<file path="config.mk">
export PLATFORM = sky130hd
export DESIGN_NAME = tlb_miss_handler
export DESIGN_NICKNAME = d
export VERILOG_FILES = /design/src/rtl/tlb_miss_handler_pkg.sv /design/src/rtl/tlb_miss_handler_pte_addr_gen.sv /design/src/rtl/tlb_miss_handler.sv
export SDC_FILE = /design/constraint.sdc
export NUM_CORES = 1
export LEC_CHECK = 0
export BUFFER_PORTS_ARGS = -buffer_cell sky130_fd_sc_hd__clkbuf_2
export CORE_ASPECT_RATIO = 0.8
export CORE_UTILIZATION = 48
export DETAILED_ROUTE_END_ITERATION = 6
export PLACE_DENSITY_LB_ADDON = 0.05
export RECOVER_POWER = 100
export SYNTH_ARGS = -nofsm -noshare
export SYNTH_HDL_FRONTEND = slang
export SYNTH_SLANG_ARGS = --single-unit
</file>
<file path="constraint.sdc">
create_clock -name clock -period 1.95 [get_ports clock]
set_input_delay 0.0975 -clock clock [delete_from_list [all_inputs] [get_ports clock]]
set_output_delay 0.0975 -clock clock [all_outputs]
set_load 0.05 [all_outputs]
</file>
<file path="src/rtl/tlb_miss_handler_pkg.sv">
// Shared constants and state encoding for the TLB miss handler (page-table walker).
// `OFFSET and `PHYS_ADDR_SIZE may be overridden on the command line.
`ifndef OFFSET
`define OFFSET 12
`endif
`ifndef PHYS_ADDR_SIZE
`define PHYS_ADDR_SIZE 20
`endif

package tlb_miss_handler_pkg;
    localparam int OFFSET         = `OFFSET;
    localparam int PHYS_ADDR_SIZE = `PHYS_ADDR_SIZE;
    localparam int VPN_W          = 32 - OFFSET;
    localparam int PPN_W          = PHYS_ADDR_SIZE - OFFSET;
    localparam logic [PHYS_ADDR_SIZE-1:0] PT_BASE = PHYS_ADDR_SIZE'('h08000);
    localparam int PTE_VALID_BIT  = 31;
    localparam int TIMEOUT_CYCLES = 64;

    typedef enum logic [2:0] {
        IDLE,
        REQ,
        FILL,
        DONE,
        FAULT
    } walk_state_e;
endpackage

</file>
<file path="src/rtl/tlb_miss_handler_pte_addr_gen.sv">
// PTE address: PT_BASE + vpn*4, wrapping modulo 2^PHYS_ADDR_SIZE.
module tlb_miss_handler_pte_addr_gen
    import tlb_miss_handler_pkg::*;
(
    input  logic [VPN_W-1:0]          vpn_i,
    output logic [PHYS_ADDR_SIZE-1:0] addr_o
);
    logic [VPN_W+1:0] byte_offset;

    assign byte_offset = {vpn_i, 2'b00};
    // Dropping the upper bits before the add gives the wrap for free.
    assign addr_o      = PT_BASE + byte_offset[PHYS_ADDR_SIZE-1:0];
endmodule

</file>
<file path="src/rtl/tlb_miss_handler.sv">
// Single-level hardware page-table walker behind the TLB: fetch PTE, refill or fault.
// Optional memory-ack watchdog enabled by defining TLB_MISS_TIMEOUT_EN.
module tlb_miss_handler
    import tlb_miss_handler_pkg::*;
(
    input  logic                      clock,
    input  logic                      reset_n,
    input  logic                      tlb_miss_i,
    input  logic [31:0]               virtual_address_i,
    output logic                      mem_req_o,
    output logic [PHYS_ADDR_SIZE-1:0] mem_addr_o,
    input  logic                      mem_ack_i,
    input  logic [31:0]               mem_data_i,
    output logic [VPN_W-1:0]          w_virtual_page_o,
    output logic [VPN_W-1:0]          w_phys_page_o,
    output logic                      write_enable_o,
    output logic                      stall_o,
    output logic                      page_fault_o,
    output logic [31:0]               fault_address_o,
    input  logic                      fault_ack_i
);
    walk_state_e               state_q, state_d;
    logic [VPN_W-1:0]          vpn_q, vpn_d;
    logic [31:0]               va_q, va_d;
    logic                      mem_req_q, mem_req_d;
    logic [PHYS_ADDR_SIZE-1:0] mem_addr_q, mem_addr_d;
    logic                      write_enable_q, write_enable_d;
    logic [VPN_W-1:0]          w_virtual_page_q, w_virtual_page_d;
    logic [VPN_W-1:0]          w_phys_page_q, w_phys_page_d;
    logic                      page_fault_q, page_fault_d;
    logic [31:0]               fault_address_q, fault_address_d;
    logic [PHYS_ADDR_SIZE-1:0] pte_addr;
    logic [VPN_W-1:0]          pte_ppn;
    logic                      timeout;
    logic                      unused_pte_bits;

    tlb_miss_handler_pte_addr_gen u_pte_addr_gen (
        .vpn_i  (virtual_address_i[31:OFFSET]),
        .addr_o (pte_addr)
    );

    assign pte_ppn         = {{(VPN_W-PPN_W){1'b0}}, mem_data_i[PPN_W-1:0]};
    assign unused_pte_bits = ^mem_data_i[PTE_VALID_BIT-1:PPN_W];

`ifdef TLB_MISS_TIMEOUT_EN
    logic [7:0] wd_cnt_q, wd_cnt_d;

    always_comb begin
        wd_cnt_d = wd_cnt_q;
        if (state_q == IDLE) begin
            wd_cnt_d = '0;
        end else if (state_q == REQ && !mem_ack_i) begin
            wd_cnt_d = wd_cnt_q + 8'd1;
        end
    end

    always_ff @(posedge clock) begin
        if (!reset_n) wd_cnt_q <= '0;
        else          wd_cnt_q <= wd_cnt_d;
    end

    assign timeout = (wd_cnt_q == 8'(TIMEOUT_CYCLES));
`else
    assign timeout = 1'b0;
`endif

    // NOTE: every *_d is given a default before the case so no latch is inferred.
    always_comb begin
        state_d          = state_q;
        vpn_d            = vpn_q;
        va_d             = va_q;
        mem_req_d        = mem_req_q;
        mem_addr_d       = mem_addr_q;
        write_enable_d   = 1'b0;
        w_virtual_page_d = w_virtual_page_q;
        w_phys_page_d    = w_phys_page_q;
        page_fault_d     = page_fault_q;
        fault_address_d  = fault_address_q;

        unique case (state_q)
            IDLE: begin
                if (tlb_miss_i) begin
                    vpn_d      = virtual_address_i[31:OFFSET];
                    va_d       = virtual_address_i;
                    mem_req_d  = 1'b1;
                    mem_addr_d = pte_addr;
                    state_d    = REQ;
                end
            end
            REQ: begin
                if (mem_ack_i) begin
                    mem_req_d = 1'b0;
                    if (mem_data_i[PTE_VALID_BIT]) begin
                        write_enable_d   = 1'b1;
                        w_virtual_page_d = vpn_q;
                        w_phys_page_d    = pte_ppn;
                        state_d          = FILL;
                    end else begin
                        page_fault_d    = 1'b1;
                        fault_address_d = va_q;
                        state_d         = FAULT;
                    end
                end else if (timeout) begin
                    mem_req_d       = 1'b0;
                    page_fault_d    = 1'b1;
                    fault_address_d = va_q;
                    state_d         = FAULT;
                end
            end
            FILL:    state_d = DONE;
            DONE:    state_d = IDLE;
            FAULT: begin
                if (fault_ack_i) begin
                    page_fault_d = 1'b0;
                    state_d      = IDLE;
                end
            end
            default: state_d = IDLE;
        endcase
    end

    // NOTE: sequential state is updated with non-blocking assignments only.
    always_ff @(posedge clock) begin
        if (!reset_n) begin
            state_q          <= IDLE;
            vpn_q            <= '0;
            va_q             <= '0;
            mem_req_q        <= 1'b0;
            mem_addr_q       <= '0;
            write_enable_q   <= 1'b0;
            w_virtual_page_q <= '0;
            w_phys_page_q    <= '0;
            page_fault_q     <= 1'b0;
            fault_address_q  <= '0;
        end else begin
            state_q          <= state_d;
            vpn_q            <= vpn_d;
            va_q             <= va_d;
            mem_req_q        <= mem_req_d;
            mem_addr_q       <= mem_addr_d;
            write_enable_q   <= write_enable_d;
            w_virtual_page_q <= w_virtual_page_d;
            w_phys_page_q    <= w_phys_page_d;
            page_fault_q     <= page_fault_d;
            fault_address_q  <= fault_address_d;
        end
    end

    assign mem_req_o        = mem_req_q;
    assign mem_addr_o       = mem_addr_q;
    assign write_enable_o   = write_enable_q;
    assign w_virtual_page_o = w_virtual_page_q;
    assign w_phys_page_o    = w_phys_page_q;
    assign page_fault_o     = page_fault_q;
    assign fault_address_o  = fault_address_q;
    assign stall_o          = tlb_miss_i | (state_q != IDLE);
endmodule

</file>
# == Word-level counts from Yosys, hierarchy flattened ==
# Index checks and enable logic that the tools add are counted.
# word_totals
regBits,138
out_inout_bits,96
word_cells,44
# op_classes
addsub,1
eq_ne,7
n_mux,13
bitwise_logic,2
reduce_logical,11
# ops
cell,n
$add A16 B20 Y20 const A,1
$reduce_and A3 Y1,5
$mux W3,4
$pmux W3 S4,1
$ne A2 B2 Y1 const B,4
$mux W1,6
$pmux W1 S2,2
$reduce_and A4 Y1,1
$reduce_bool A2 Y1,2
$eq A3 B1 Y1 const B,1
$eq A3 B2 Y1 const B,1
$eq A3 B3 Y1 const B,1
$logic_not A3 Y1,1
$reduce_bool A3 Y1,1
$reduce_and A2 Y1,1
$not A1 Y1,1
$or A1 B1 Y1,1

# == Logic depth before layout (Yosys ltp) ==
# Gate-level depths: netlist of the first run.
# logic_depth
depth_word,3
depth_mapped,6

# == By module ==
# A second synthesis of the first run with hierarchy kept.
# hier_totals
hier_cells,531
hier_area_um2,4660.7
# by_module_without_submodules
module,n_inst,cells_per_inst,area_per_inst_um2,seq_area_each_um2
tlb_miss_handler,1,508,4491.8,2362.3
tlb_miss_handler_pte_addr_gen,1,23,168.9,0.0

# == Least setup slack after synthesis of the first run ==
# Ideal clock, no wire load.
# synth_timing
kind,flip-flop to flip-flop
from,register state_q[0]
to,register mem_addr_q[15] (netlist: mem_addr_o[15])
setup_time_ps,132
t_arrival_ps,1298
required_time_ps,1818
slack_ps,520
path_stages_with_launch,7
n_path_buf,3
cell_sequence,dfxtp_1 > buf_6 > or4b_4 > buf_6 > buf_6 > nand2_1 > a21oi_1
# synth_via
elab_chain_cells,2
# synth_rtl
element,line,text
"start, declared",tlb_miss_handler.sv:22,"walk_state_e state_q, state_d;"
"start signal, assigned",tlb_miss_handler.sv:136,state_q <= state_d;
$logic_not A3 Y1,tlb_miss_handler.sv:80,unique case (state_q)
$reduce_and A2 Y1 (no source line),-,
"end signal, assigned",tlb_miss_handler.sv:140,mem_addr_q <= mem_addr_d;
"end, declared",tlb_miss_handler.sv:26,"logic [PHYS_ADDR_SIZE-1:0] mem_addr_q, mem_addr_d;"
# Every way passes these cells.
# A chain may end at the register's enable or synchronous reset.

# == Worst setup path in the final report of the first run ==
# layout_timing
from,register state_q[0]
to,register fault_address_q[30] (netlist: fault_address_o[30])
# layout_via
elab_chain_cells,2
# layout_rtl
element,line,text
$eq A3 B1 Y1,tlb_miss_handler.sv:80,
$reduce_and A3 Y1 (no source line),-,
"end signal, assigned",tlb_miss_handler.sv:145,fault_address_q <= fault_address_d;
"end, declared",tlb_miss_handler.sv:31,"logic [31:0] fault_address_q, fault_address_d;"
# Every way passes these cells.

==> flow_metrics.tcl, run 1 <==
set metrics [dict create \
    hpwl_mm 6.007 \
    synth_edf_count 0 \
    die_y_um 85.51 \
    fin_ws_ns 0.2602 \
    area_growth_pct 22.67 \
    fin_area_um2 5132 \
    die_w_um 106.4 \
    clock_path_buffers 2 \
    cp-start-kind "flop" \
    via_per_inst 4.731 \
    fin_util 0.6050 \
    drt-initial-drc-count 163 \
    fp.dieArea_um2 9096 \
    htree_levels 3 \
    place_ws_ns 0.2481 \
    end_kind "flop" \
    start_util 0.4932 \
    maxCapViolCount 0 \
    clk_latency_ns 0.36 \
    grt_pass1_wl_mm 15.23 \
    clock-root-buffer "clkbuf_8" \
    clock_skew_ns 0.008366 \
    r2r_end "fault_address_o[30]$_SDFFE_PN0P_" \
    post_cts_buffers 0 \
    routedWlPerCell_um 13.12 \
    numCtsBuffers 9 \
    path_max_fanout 32 \
    finalSetupViolCount 0 \
    hp-class "in2reg" \
    slowest_stage "dfxtp_1" \
    max_stage_delay_ns 0.55 \
    place.gp.congestion 0.7974 \
    core_area_um2 8483 \
    rsz0062_at_grt "false" \
    num_vias 3411 \
    hold_depth 3 \
    maxSlewViolCount 0 \
    antenna_found_initial 0 \
    final_layout_size_suffix_gt1_frac 0.1199 \
    finalCriticalPeriod_ns 1.690 \
    synth.avg_cell_area_um2 8.940 \
    cts_sinks 103 \
    ir_drop_mv 0.4119 \
    first_global_vias 3167 \
    crit_chain "nor2b_4, nor3b_2, buf_12, mux2i_1" \
    crit_required_ns 2.24 \
    io_buffers 127 \
    nFillCells 797 \
    max-slew-margin-rel 0.5412 \
    r2r_setup_slack_ns 0.26 \
    yosysTopAreaCell "dfxtp_1" \
    ys_ff_latch 103 \
    cp.arrival_ns 1.98 \
    synth_seq_area_share 0.4928 \
    outcome "finished, final reports clean" \
    rows 30 \
    drt_wl_total_mm 9.456 \
    synth_top_area_share 0.4928 \
    leakagePower_nw 2.107 \
    synth.most_common_cell "nand2_1" \
    setup-tns-final_ns 0 \
    synth_area_leaders "dfxtp_1 49%, nand2_1 15%, mux2i_1 14%" \
    async_flop_share 0 \
    syn_area_um2 4184 \
    ant_nets 0 \
    yosys.cell_types.count 32 \
    hold_start "virtual_address_i[27]" \
    place_area_um2 4668 \
    period_share 0.8666 \
    fmax_mhz 591.8 \
    overflow 0 \
    fin_nets 674 \
    drcViolationCount 0 \
    power.density_nw_per_um2 819.4 \
    reg2reg_depth 4 \
    synthCells 468 \
    clk_pin_slew_ns 0.10 \
    synth_top_flop_cell "dfxtp_1" \
    grt_max_degree 105 \
    first_pass_iters 4 \
    worstReg2RegStart "state_q[0]$_SDFFE_PN0P_" \
    hold_violations 0 \
    cts_tree "yes" \
    worst_pin_slew_ns 0.6912 \
    grt_usage 0.2133 \
    synth_warnings 0 \
    synthTopCellsByCount "168 x nand2_1, 103 x dfxtp_1, 60 x mux2i_1" \
    hold_end "vpn_q[15]$_SDFFE_PN0P_" \
    path_class "reg2reg" \
    diodes 0 \
    pin_count 165 \
]
## layout by cell type (no fill, tap or decap), types with 2 or more instances in the layout
cell type      count
nand2b_1           2
o21ai_0            5
buf_4              4
dlygate4sd3_1     38
clkbuf_1          83
nand3_1            2
clkbuf_2          45
inv_6              2
dfxtp_1          103
clkbuf_8          10
mux2i_1           60
conb_1            14
nor2_1             6
xor2_1             2
nor3_1             4
buf_12             2
a21oi_1           37
nand2_1          168
## report_power, final
part           total, mW  switching [mW]  internal, mW
Combinational      0.689           0.476         0.213
Sequential          2.24          0.0557          2.18
Clock               1.28           0.759         0.520
## metrics by stage
stage / hold WS, ns / cells / power, mW
after detailed placement: 0.3290 / 667 / 2.931
after global placement: 0.3206 / 667 / 2.922
after global routing: 0.02800 / 721 / 4.399
after CTS: 0.003397 / 721 / 4.268
after floorplan: 0.2335 / 481 / 2.838
final: 0.02653 / 721 / 4.205
## kinds of logic after synthesis
kind of cell / after synthesis / synth area share
and+or+nand+nor: 189 / 0.1857
DFF: 103 / 0.4928
buffers and inverters: 62 / 0.1044
muxes: 60 / 0.1435
AOI/OAI and AO/OA: 49 / 0.06340
xor gates and xnor gates: 3 / 0.006281
adders and majority gates: 1 / 0.002990
other: 1 / 0.0008963
## routing by layer
layer	up-vias	share of wire	track usage
met1	1559	0.50	0.2830
met3	10	0.049	0.05243
met2	91	0.44	0.3459
met4	0	0.011	0.06187
met5	-	0	0
li1	1751	-	-
## how the worst max path moves through the flow
| stage | slack [ns] | start | depth (start not counted) | to |
|---|---|---|---|---|
| after floorplan | 0.52 | state_q[0]$_SDFFE_PN0P_ | 6 | mem_addr_o[15]$_SDFFE_PN0P_ |
| after CTS | 0.23 | state_q[0]$_SDFFE_PN0P_ | 4 | fault_address_o[4]$_SDFFE_PN0P_ |
| after detailed placement | 0.25 | state_q[0]$_SDFFE_PN0P_ | 4 | fault_address_o[4]$_SDFFE_PN0P_ |
| final | 0.26 | state_q[0]$_SDFFE_PN0P_ | 4 | fault_address_o[30]$_SDFFE_PN0P_ |
| after global placement | 0.33 | state_q[0]$_SDFFE_PN0P_ | 4 | fault_address_o[1]$_SDFFE_PN0P_ |
| after global routing | 0.07 | state_q[2]$_SDFFE_PN0P_ | 4 | mem_addr_o[18]$_SDFFE_PN0P_ |
## state kept, by name, indices dropped and copies added (netlist names)
signal and cells:
mem_addr_o 5, va_q 13, vpn_q 19, fault_address_o 32, state_q 3, page_fault_o 1
write_enable_o 1, w_virtual_page_o 20, w_phys_page_o 8, mem_req_o 1
## what timing repair did
action | 4_1_cts | 5_1_grt
gates resized for setup | 0 | 0
endpoints found under the hold margin | 38 | 0
hold buffers | 38 | 0
## layout make-up
cell class / instances / area (um^2) / share of cell area
sequential: 103 / 2062 / 0.4018
tap: 112 / 140.1 / 0.02730
clock buffer: 10 / 137.6 / 0.02682
multi-input combinational: 316 / 1739 / 0.3389
inverter: 1 / 3.754 / 0.0007314
clock inverter: 6 / 55.05 / 0.01073
timing repair buffer: 173 / 994.7 / 0.1938
## worst max-delay path: cells and delay by family, from the launching register on
| kind | cells | cell delay [ns] |
|---|---|---|
| flops | 1 | 0.55 |
| mux | 1 | 0.23 |
| simple gates | 2 | 0.52 |
| buf+inv | 1 | 0.30 |
No activity file was read; power rests on OpenSTA's default activity.
==> run 2: changes to the inputs <==
Settings changed: CORE_UTILIZATION 48 to 44.
Clock period 1.95 ns to 1.37 ns, I/O delays scaled along.
==> run 2 against run 1 <==
Compared with the run above: the run now ends with design-rule violations, negative setup slack left; total power grew 62%; hold slack lost 0.0059 ns; worst setup slack lost 0.28 ns.
==> flow_metrics.tcl, run 2 (synthesized netlist as in run 1, its figures left out) <==
set metrics [dict create \
    cp_top_family "simple AND/OR/NAND/NOR gates" \
    final_common_cell "nand2_1" \
    grt_max_degree 73 \
    first_pass_iters 6 \
    area_growth_pct 40.94 \
    drt_wl_total_mm 11.02 \
    hold_violations 0 \
    gr-usage-met3 0.05492 \
    clk_latency_ns 0.34 \
    maxCapViolCount 0 \
    clock_path_buffers 2 \
    fin_nets 698 \
    start_util 0.4571 \
    num_vias 3600 \
    die_y_um 89.22 \
    finalSetupViolCount 17 \
    power.density_nw_per_um2 1158 \
    maxSlewViolCount 0 \
    fin_total_pwr_mw 6.829 \
    hpwl_mm 6.479 \
    drcViolationCount 21 \
    clock-root-buffer "clkbuf_16" \
    cts_tree "yes" \
    worst_pin_slew_ns 0.5955 \
    grt_pass1_wl_mm 15.72 \
    core_area_um2 9154 \
    crit_chain "or4b_4, clkbuf_16, nand2_1, a21oi_1" \
    overflow 0 \
    fin_ws_ns -0.02212 \
    io_buffers 127 \
    largest_register_ffs 32 \
    htree_levels 3 \
    end_kind "flop" \
    clock_skew_ns 0.004495 \
    max_stage_delay_ns 0.62 \
    ant_nets 0 \
    crit_required_ns 1.59 \
    cp-start-kind "flop" \
    pin_count 165 \
    finalCriticalPeriod_ns 1.392 \
    violations "design-rule violations, negative setup slack" \
    place.gp.congestion 0.7923 \
    top_usage_layer "met2" \
    drt-initial-drc-count 211 \
    via_per_inst 4.819 \
    rows 31 \
    final_layout_size_suffix_gt1_frac 0.3449 \
    path_buf_inv 1 \
    die_w_um 111.0 \
    fp.dieArea_um2 9906 \
    period_share 1.016 \
    path_max_fanout 9 \
    rsz0062_at_grt "true" \
    ir_drop_mv 0.6470 \
    outcome "finished, violations left" \
    numCtsBuffers 9 \
    hp-class "in2reg" \
    path_class "reg2reg" \
    clk_pin_slew_ns 0.06 \
    grtUsageMet2 0.3391 \
    antenna_found_initial 0 \
    leakagePower_nw 2.692 \
    max-slew-margin-rel 0.6047 \
    final_cell_mix "147 x nand2_1, 124 x clkbuf_2, 100 x dfxtp_1" \
    slowest_stage "or4b_4" \
    cp.arrival_ns 1.62 \
    fmax_mhz 718.3 \
    whs_ns 0.02060 \
    first_global_vias 3196 \
    cts_sinks 103 \
    routedWlPerCell_um 14.75 \
    grt_util_met1 0.2689 \
    grt_usage 0.2055 \
    diodes 0 \
]
run 2: area by class of cell:
| class | instances | area (um^2) |
|---|---|---|
| Tap cell | 115 | 143.9 |
| Clock inverter | 3 | 18.77 |
| Timing Repair Buffer | 197 | 1519 |
| Inverter | 1 | 3.754 |
| Multi-Input combinational cell | 316 | 1897 |
| Fill cell | 785 | 3257 |
| Sequential cell | 103 | 2068 |
| Clock buffer | 12 | 246.5 |
run 2: stage by stage:
stage / instance area (um^2) / utilization / setup TNS (ns) / cells / setup slack (ns)
after floorplan: 4233 / - / -1.317 / 481 / -0.06008
after global placement: 4792 / 0.5235 / -0.006149 / 681 / -0.004075
after detailed placement: 4792 / 0.5235 / -0.6446 / 681 / -0.04620
after CTS: 5520 / 0.6031 / -0.01694 / 738 / -0.01468
after global routing: 5897 / 0.6442 / -2.520 / 747 / -0.05904
final: 5897 / 0.6442 / -0.1663 / 747 / -0.02212
run 2: routing by layer:
layer | vias up | part of all wire
met2 | 107 | 0.46
li1 | 1812 | -
met3 | 9 | 0.060
met4 | 0 | 0.0088
met1 | 1672 | 0.47
met5 | - | 0
run 2: worst reg2reg max path, cell delays in order, from the launching register on:
cell	delay, ns
dfxtp_2	0.32
or4b_4	0.62
clkbuf_16	0.21
nand2_1	0.07
a21oi_1	0.06
run 2: timing repair:
item | in CTS | in global routing
hold buffers | 37 | 0
setup buffers | 3 | 1
resized for setup | 9 | 59
endpoints found under the setup margin | 44 | 98
pin swaps | 0 | 10
hold endpoints to repair | 37 | 0
cloned | 2 | 8
run 2: worst paths after layout:
check | startpoint | to | slack [ns] | cells past startpoint
max | state_q[2]$_SDFFE_PN0P_ | va_q[2]$_SDFFE_PN0P_ | -0.02 | 4
min | virtual_address_i[28] | vpn_q[16]$_SDFFE_PN0P_ | 0.02 | 3
max reg2reg | state_q[2]$_SDFFE_PN0P_ | va_q[2]$_SDFFE_PN0P_ | -0.02 | 4
min reg2reg | va_q[2]$_SDFFE_PN0P_ | fault_address_o[2]$_SDFFE_PN0P_ | 0.46 | 2
run 2: power by group:
| part | switching, mW | total, mW | internal, mW |
|---|---|---|---|
| Combinational | 0.793 | 1.30 | 0.507 |
| Sequential | 0.0770 | 3.18 | 3.11 |
| Clock | 1.07 | 2.34 | 1.27 |
